$ cat src/rtl/pattern_ticker_if.sv
// -----------------------------------------------------------------------------
// pattern_ticker_if
//   Control and status bundle of the pattern_ticker LED/heartbeat engine.
//
//   Signals (direction as seen by the engine, i.e. the slave modport):
//     mode      in   2      0=count up, 1=count down, 2=bounce, 3=rotate left
//     pause     in   1      level: freeze prescaler and pattern
//     step      in   1      1-cycle pulse: single advance while paused
//     override  in   WIDTH  switch value; nonzero replaces pattern on out
//     pattern   out  WIDTH  current sequencer value (registered)
//     out       out  WIDTH  override when nonzero, else pattern
//     tick      out  1      1-cycle pulse per advance (registered)
//     flipper   out  1      toggles on every advance
//
//   master: the controlling top level.  slave: pattern_ticker itself.
// -----------------------------------------------------------------------------
interface pattern_ticker_if #(
  parameter int WIDTH = 8
);
  logic [1:0]       mode;
  logic             pause;
  logic             step;
  logic [WIDTH-1:0] override;
  logic [WIDTH-1:0] pattern;
  logic [WIDTH-1:0] out;
  logic             tick;
  logic             flipper;

  modport master (
    output mode, pause, step, override,
    input  pattern, out, tick, flipper
  );

  modport slave (
    input  mode, pause, step, override,
    output pattern, out, tick, flipper
  );
endinterface

$ cat src/rtl/pattern_ticker.sv
// -----------------------------------------------------------------------------
// pattern_ticker
//   Parametrised LED/heartbeat pattern engine: a prescaler generates an
//   "advance" every TICKS cycles, the sequencer steps the pattern according to
//   the selected mode, a flipper toggles per advance, and a nonzero switch
//   override replaces the pattern on the output.
//
//   Parameters:
//     WIDTH     pattern/output width (>= 2)
//     TICKS     prescaler period in CLK cycles (>= 1)
//     TICK_W    prescaler counter width, 2**TICK_W > TICKS
//     ROT_INIT  seed loaded when rotate mode is entered
//
//   Ports:
//     CLK   system clock
//     RST   synchronous reset, active-high
//     bus   pattern_ticker_if.slave (mode/pause/step/override in,
//           pattern/out/tick/flipper out)
// -----------------------------------------------------------------------------
module pattern_ticker #(
  parameter int               WIDTH    = 8,
  parameter int               TICKS    = 100000000,
  parameter int               TICK_W   = 32,
  parameter logic [WIDTH-1:0] ROT_INIT = WIDTH'(1)
) (
  input logic              CLK,
  input logic              RST,
  pattern_ticker_if.slave  bus
);

  typedef enum logic [1:0] {
    MODE_UP     = 2'd0,
    MODE_DOWN   = 2'd1,
    MODE_BOUNCE = 2'd2,
    MODE_ROT    = 2'd3
  } mode_e;

  localparam logic [TICK_W-1:0] LAST = TICK_W'(TICKS - 1);

  logic [TICK_W-1:0] cnt_q;
  logic [WIDTH-1:0]  pattern_q;
  logic              dir_right_q;
  logic              tick_q;
  logic              flipper_q;
  mode_e             mode_q;

  mode_e             mode_d;
  logic              at_last;
  logic              advance;
  logic              mode_chg;
  logic              is_onehot;
  logic              eff_left;
  logic [WIDTH-1:0]  shifted;
  logic [WIDTH-1:0]  next_pattern;
  logic              next_dir_right;
  logic [WIDTH-1:0]  reinit_pattern;

  assign mode_d   = mode_e'(bus.mode);
  assign at_last  = (cnt_q == LAST);
  // While paused only a step pulse advances; while running step is ignored.
  assign advance  = bus.pause ? bus.step : at_last;
  assign mode_chg = (mode_d != mode_q);

  assign is_onehot = (pattern_q != '0) &&
                     ((pattern_q & (pattern_q - WIDTH'(1))) == '0);

  // Sequencer step for the current mode.
  // NOTE: every signal assigned here gets a default first, so no path leaves
  // a value unassigned and no latch is inferred.
  always_comb begin
    next_pattern   = pattern_q;
    next_dir_right = dir_right_q;
    eff_left       = 1'b0;
    shifted        = '0;
    case (mode_d)
      MODE_UP:   next_pattern = pattern_q + WIDTH'(1);
      MODE_DOWN: next_pattern = pattern_q - WIDTH'(1);
      MODE_BOUNCE: begin
        if (!is_onehot) begin
          next_pattern   = WIDTH'(1);
          next_dir_right = 1'b0;
        end else begin
          // A pattern sitting at an end always moves away from it, whatever
          // the stored direction says, so the end value never repeats.
          eff_left = pattern_q[0] | (~pattern_q[WIDTH-1] & ~dir_right_q);
          shifted  = eff_left ? (pattern_q << 1) : (pattern_q >> 1);
          next_pattern = shifted;
          // Direction flips on the advance that lands on an end.
          if (shifted[WIDTH-1])  next_dir_right = 1'b1;
          else if (shifted[0])   next_dir_right = 1'b0;
          else                   next_dir_right = ~eff_left;
        end
      end
      MODE_ROT:  next_pattern = {pattern_q[WIDTH-2:0], pattern_q[WIDTH-1]};
    endcase
  end

  // Value loaded when the mode input changes.
  always_comb begin
    reinit_pattern = '0;
    case (mode_d)
      MODE_UP:     reinit_pattern = '0;
      MODE_DOWN:   reinit_pattern = '1;
      MODE_BOUNCE: reinit_pattern = WIDTH'(1);
      MODE_ROT:    reinit_pattern = ROT_INIT;
    endcase
  end

  // NOTE: all state here uses non-blocking assignments so every register
  // samples the pre-edge values of the others regardless of statement order.
  always_ff @(posedge CLK) begin
    if (RST) begin
      cnt_q       <= '0;
      pattern_q   <= '0;
      dir_right_q <= 1'b0;
      tick_q      <= 1'b0;
      flipper_q   <= 1'b0;
      mode_q      <= MODE_UP;
    end else begin
      mode_q <= mode_d;
      tick_q <= 1'b0;

      // The prescaler keeps its own rhythm; neither a step nor a mode change
      // disturbs it, only pause freezes it.
      if (!bus.pause) begin
        cnt_q <= at_last ? '0 : cnt_q + TICK_W'(1);
      end

      // A mode change reinitialises the pattern and swallows any advance
      // landing on the same edge: no tick, flipper untouched.
      if (mode_chg) begin
        pattern_q <= reinit_pattern;
        if (mode_d == MODE_BOUNCE) begin
          dir_right_q <= 1'b0;
        end
      end else if (advance) begin
        pattern_q   <= next_pattern;
        dir_right_q <= next_dir_right;
        tick_q      <= 1'b1;
        flipper_q   <= ~flipper_q;
      end
    end
  end

  assign bus.pattern = pattern_q;
  assign bus.tick    = tick_q;
  assign bus.flipper = flipper_q;
  assign bus.out     = (bus.override != '0) ? bus.override : pattern_q;

endmodule

$ cat src/flat_wrapper.sv
// flat-port wrapper written by rule: the top's interface ports become plain ports
module pattern_ticker_flat 
#(
  parameter int               WIDTH    = 8,
  parameter int               TICKS    = 100000000,
  parameter int               TICK_W   = 32,
  parameter logic [WIDTH-1:0] ROT_INIT = WIDTH'(1)
)
  (CLK, RST, bus_mode, bus_pause, bus_step, bus_override, bus_pattern, bus_out, bus_tick, bus_flipper);
  pattern_ticker_if #(.WIDTH(WIDTH)) bus_i ();
  input logic CLK;
  input logic RST;
  input wire logic [$bits(bus_i.mode)-1:0] bus_mode;
  input wire logic [$bits(bus_i.pause)-1:0] bus_pause;
  input wire logic [$bits(bus_i.step)-1:0] bus_step;
  input wire logic [$bits(bus_i.override)-1:0] bus_override;
  output wire logic [$bits(bus_i.pattern)-1:0] bus_pattern;
  output wire logic [$bits(bus_i.out)-1:0] bus_out;
  output wire logic [$bits(bus_i.tick)-1:0] bus_tick;
  output wire logic [$bits(bus_i.flipper)-1:0] bus_flipper;
  assign bus_i.mode = bus_mode;
  assign bus_i.pause = bus_pause;
  assign bus_i.step = bus_step;
  assign bus_i.override = bus_override;
  assign bus_pattern = bus_i.pattern;
  assign bus_out = bus_i.out;
  assign bus_tick = bus_i.tick;
  assign bus_flipper = bus_i.flipper;
  pattern_ticker #(.WIDTH(WIDTH), .TICKS(TICKS), .TICK_W(TICK_W), .ROT_INIT(ROT_INIT)) u_core (.CLK(CLK), .RST(RST), .bus(bus_i));
endmodule
$ cat config.mk
export PLATFORM = sky130hd
export DESIGN_NAME = pattern_ticker_flat
export DESIGN_NICKNAME = d
export VERILOG_FILES = /design/src/rtl/pattern_ticker_if.sv /design/src/rtl/pattern_ticker.sv /design/src/flat_wrapper.sv
export SDC_FILE = /design/constraint.sdc
export NUM_CORES = 1
export LEC_CHECK = 0
export CAP_MARGIN = 0
export CORE_ASPECT_RATIO = 1.4
export CORE_MARGIN = 8
export CORE_UTILIZATION = 31
export CTS_BUF_LIST = sky130_fd_sc_hd__clkbuf_4
export DETAILED_ROUTE_END_ITERATION = 12
export PLACE_DENSITY = 0.57
export SYNTH_ARGS = -nofsm -noshare
export SYNTH_HDL_FRONTEND = slang
export SYNTH_SLANG_ARGS = --single-unit
$ cat constraint.sdc
create_clock -name CLK -period 3.3 [get_ports CLK]
set_input_delay 0.33 -clock CLK [delete_from_list [all_inputs] [get_ports CLK]]
set_output_delay 0.33 -clock CLK [all_outputs]
set_load 0.03 [all_outputs]
==> metrics.yaml <==
status:
  status: "complete, no violations"
worst_hold_path:
  min_to: "u_core.dir_right_q"
  hold_class: "flop to flop"
  holdPathStages: 2
  hold_start: "u_core.dir_right_q"
critical_path:
  timing.critical_path.mode_cell: "clkdlybuf4s50_1"
  crit_buf_inv: 2
  cp_cell_sequence: "clkdlybuf4s50_1, or4_1, nor2_1, a21o_1, clkdlybuf4s50_1"
  slowest_stage: "clkdlybuf4s50_1"
  path_delay_family: "buffers and inverters"
  r2r.worst_path.cells: 8
  r2r_end: "u_core.bus.pattern[3]"
  crit_fanout: 8
  worstPathArrival_ps: 2540
  startpoint_type: "input pin"
  required_ps: 2970
  crit-reg2reg-launch: "u_core.bus.pattern[0]"
  rrSetupSlack_ps: 540
  worst_path_largest_cell_delay_ps: 670
  path_class: "input pin to primary output"
  end_kind: "primary output"
  cp-startpoint: "bus_override[5]"
timing:
  hold_viol_final: 0
  max-slew-margin-rel: 0.603
  period_share: 0.868
  period_needed_ps: 2870
  hold-worst-slack_ps: 515
  fmax_ghz: 0.349
  rsz0062_at_grt: "false"
  setup-tns-final_ps: 0
  finalSetupViolations: 0
  skew_ps: 12.8
  slew_viol_final: 0
  worst_slew_pin_slew_ps: 590
placed_design:
  gp_congestion: 0.847
  dpl-instance-area_um2: 3210
  dpl.hpwl_mm: 5.79
  port_buffers: 31
synthesis:
  syn_nets: 362
  yosysMostFrequentCell: "dfxtp_1"
  synthArstFlopShare: 0
  netlist_area_um2: 2750
  synth_cell_types: 49
  synth-seq-area-share: 0.328
  yosys_most_used_dff: "dfxtp_1"
  synth.avg_cell_area_um2: 8.11
  synth.largest_area_cell: "dfxtp_1"
  ys_top_cells_by_area: "dfxtp_1, xor2_1, nor2_1"
  synth_cells: 339
  ys_seq_elements: 45
  synth-edff-count: 0
  yosysTopAreaCellShare: 0.328
  ys_top_cells_by_count: "dfxtp_1, nor2_1, nand2_1, xor2_1, nand3_1"
  yosys_warnings: 0
layout:
  fin_area_um2: 3290
  post-route-util: 0.382
  fill_cells: 888
  regArea_um2: 901
  drive_gt1_frac: 0.0676
  fin_nets: 392
  antenna_cells_inserted: 0
  multi_input_area_um2: 1730
  area_delta_synth_final_pct: 19.5
flow_run:
  drv_cap: 0
die:
  fp.dieH_um: 127
  start_util: 0.319
  rows: 40
  coreArea_um2: 8610
  die_area_um2: 12200
  die-width_um: 95.6
  io_pins: 32
clock_tree:
  cts_tree: "done"
  cts_inserted_buffers: 5
  cts-root-buf: "clkbuf_4"
  cts_hold_buf: 0
  post_cts_resized: 0
  htreeDepth: 2
  cts.path.max_buffers: 2
  insertion_delay_ps: 360
  clkSinkCount: 45
  clkSlewWorstSetupHoldPaths_ps: 130
  post_cts_buffers: 0
routing:
  routed_wl_mm: 7.59
  first_pass_iters: 4
  drtIter0Drc: 73
  route.detailed.drc: 0
  final_antenna_net_count: 0
  wire_per_inst_um: 16.0
  vias_per_cell: 5.44
  vias: 2585
pwr:
  combPwrFrac: 0.221
  p_int_w: 0.000834
  power_leakage_nw: 1.21
  swShare: 0.289
  p_per_area_nw_per_um2: 357
  peakVddDrop_mv: 0.317
  p_switching_w: 0.000338
  clkPwrFrac: 0.290
  seqPwrFrac: 0.490
global_routing:
  overflow: 0
  grt_pass1_wl_mm: 12.3
  grt_pass1_vias: 2570
  gr-usage-all-layers: 0.125
  grt_start_max_net_pins: 32
  antenna_found_initial: 0
-- cell usage in the layout, fill, tap and decap left out, drive strengths merged, types with 3 or more instances in the layout --
| cell | synthesis | final |
|---|---|---|
| nand2 | 23 | 23 |
| dfxtp | 45 | 45 |
| o21ai | 10 | 10 |
| or3 | 6 | 6 |
| buf | 3 | 13 |
| and3 | 4 | 4 |
| and4 | 3 | 3 |
| o311ai | 4 | 4 |
| a21oi | 7 | 7 |
| nand2b | 3 | 3 |
| xor2 | 23 | 23 |
| ha | 9 | 9 |
| clkdlybuf4s50 | 0 | 31 |
| o21a | 3 | 3 |
| nor2 | 42 | 42 |
| o211ai | 3 | 3 |
| mux2i | 5 | 5 |
| xnor2 | 13 | 13 |
| a221o | 8 | 8 |
| a21o | 9 | 9 |
| nor3 | 10 | 10 |
| nand3 | 20 | 20 |
| and2 | 3 | 3 |
| nand4 | 14 | 14 |
| inv | 10 | 10 |
| nor4 | 6 | 6 |
| or4 | 8 | 8 |
| nor4b | 3 | 3 |
| clkbuf | 18 | 6 |
-- layer usage --
metal  wire, um  vias up  global-route usage
met4        191        0              0.0527
met2       4040       62               0.231
met1       2950     1209               0.133
met5          0        -                   0
li1           -     1300                   -
met3        411       14              0.0211
-- layout make-up --
class / count / share of cell area
inverter: 10 / 0.0114
clock buffer: 6 / 0.0137
tap: 105 / 0.0400
timing repair buffer: 44 / 0.124
multi-input combinational: 263 / 0.526
sequential: 45 / 0.274
clock inverter: 2 / 0.0103
-- sequential cells by signal (all words and copies together) (netlist names) --
| register | count |
|---|---|
| u_core.cnt_q | 32 |
| u_core.dir_right_q | 1 |
| u_core.bus.flipper | 1 |
| u_core.bus.pattern | 8 |
| u_core.bus.tick | 1 |
| u_core.mode_q | 2 |
-- tightest hold or removal path: cells and delay by family (launching register included) --
family           cells  cell delay [ps]
DFF                  1              360
muxes                1               60
and+or+nand+nor      1               60
-- power by group through the flow --
stage	clock network (W)	registers (W)	logic, W
6_report	0.000340	0.000574	0.000259
5_1_grt	0.000373	0.000576	0.000284
4_1_cts	0.000352	0.000573	0.000259
3_5_place_dp	0	0.000585	0.000258
3_3_place_gp	0	0.000585	0.000260
2_1_floorplan	0	0.000596	0.000150
-- stage by stage --
step / total power (W) / cells / worst slack (ps)
after CTS: 0.00118 / 475 / 424
after floorplan: 0.000746 / 339 / 624
after detailed placement: 0.000843 / 467 / 411
final: 0.00117 / 475 / 434
after global routing: 0.00123 / 475 / 289
after global placement: 0.000844 / 467 / 478
-- kinds of logic (layout without fill, tap and decap cells) --
| kind of cell | Yosys count | count (layout) | share of synthesized area |
|---|---|---|---|
| AND/OR/NAND/NOR | 154 | 154 | 0.294 |
| AO/OA/AOI/OAI | 59 | 59 | 0.161 |
| flip-flops | 45 | 45 | 0.328 |
| XOR/XNOR | 36 | 36 | 0.115 |
| buffers and inverters | 31 | 62 | 0.0437 |
| adder cells (fa/ha/maj) | 9 | 9 | 0.0409 |
| multiplexers | 5 | 5 | 0.0182 |
-- worst max path at each step --
stage                                 end  slack [ps]  cells past startpoint
global placement               bus_out[3]         480                      5
detailed placement             bus_out[5]         410                      5
finish                         bus_out[5]         430                      5
global route                   bus_out[0]         290                      5
CTS                            bus_out[5]         420                      5
floorplan           u_core.bus.pattern[2]         620                      9
Power figures use the tool's default switching activity.
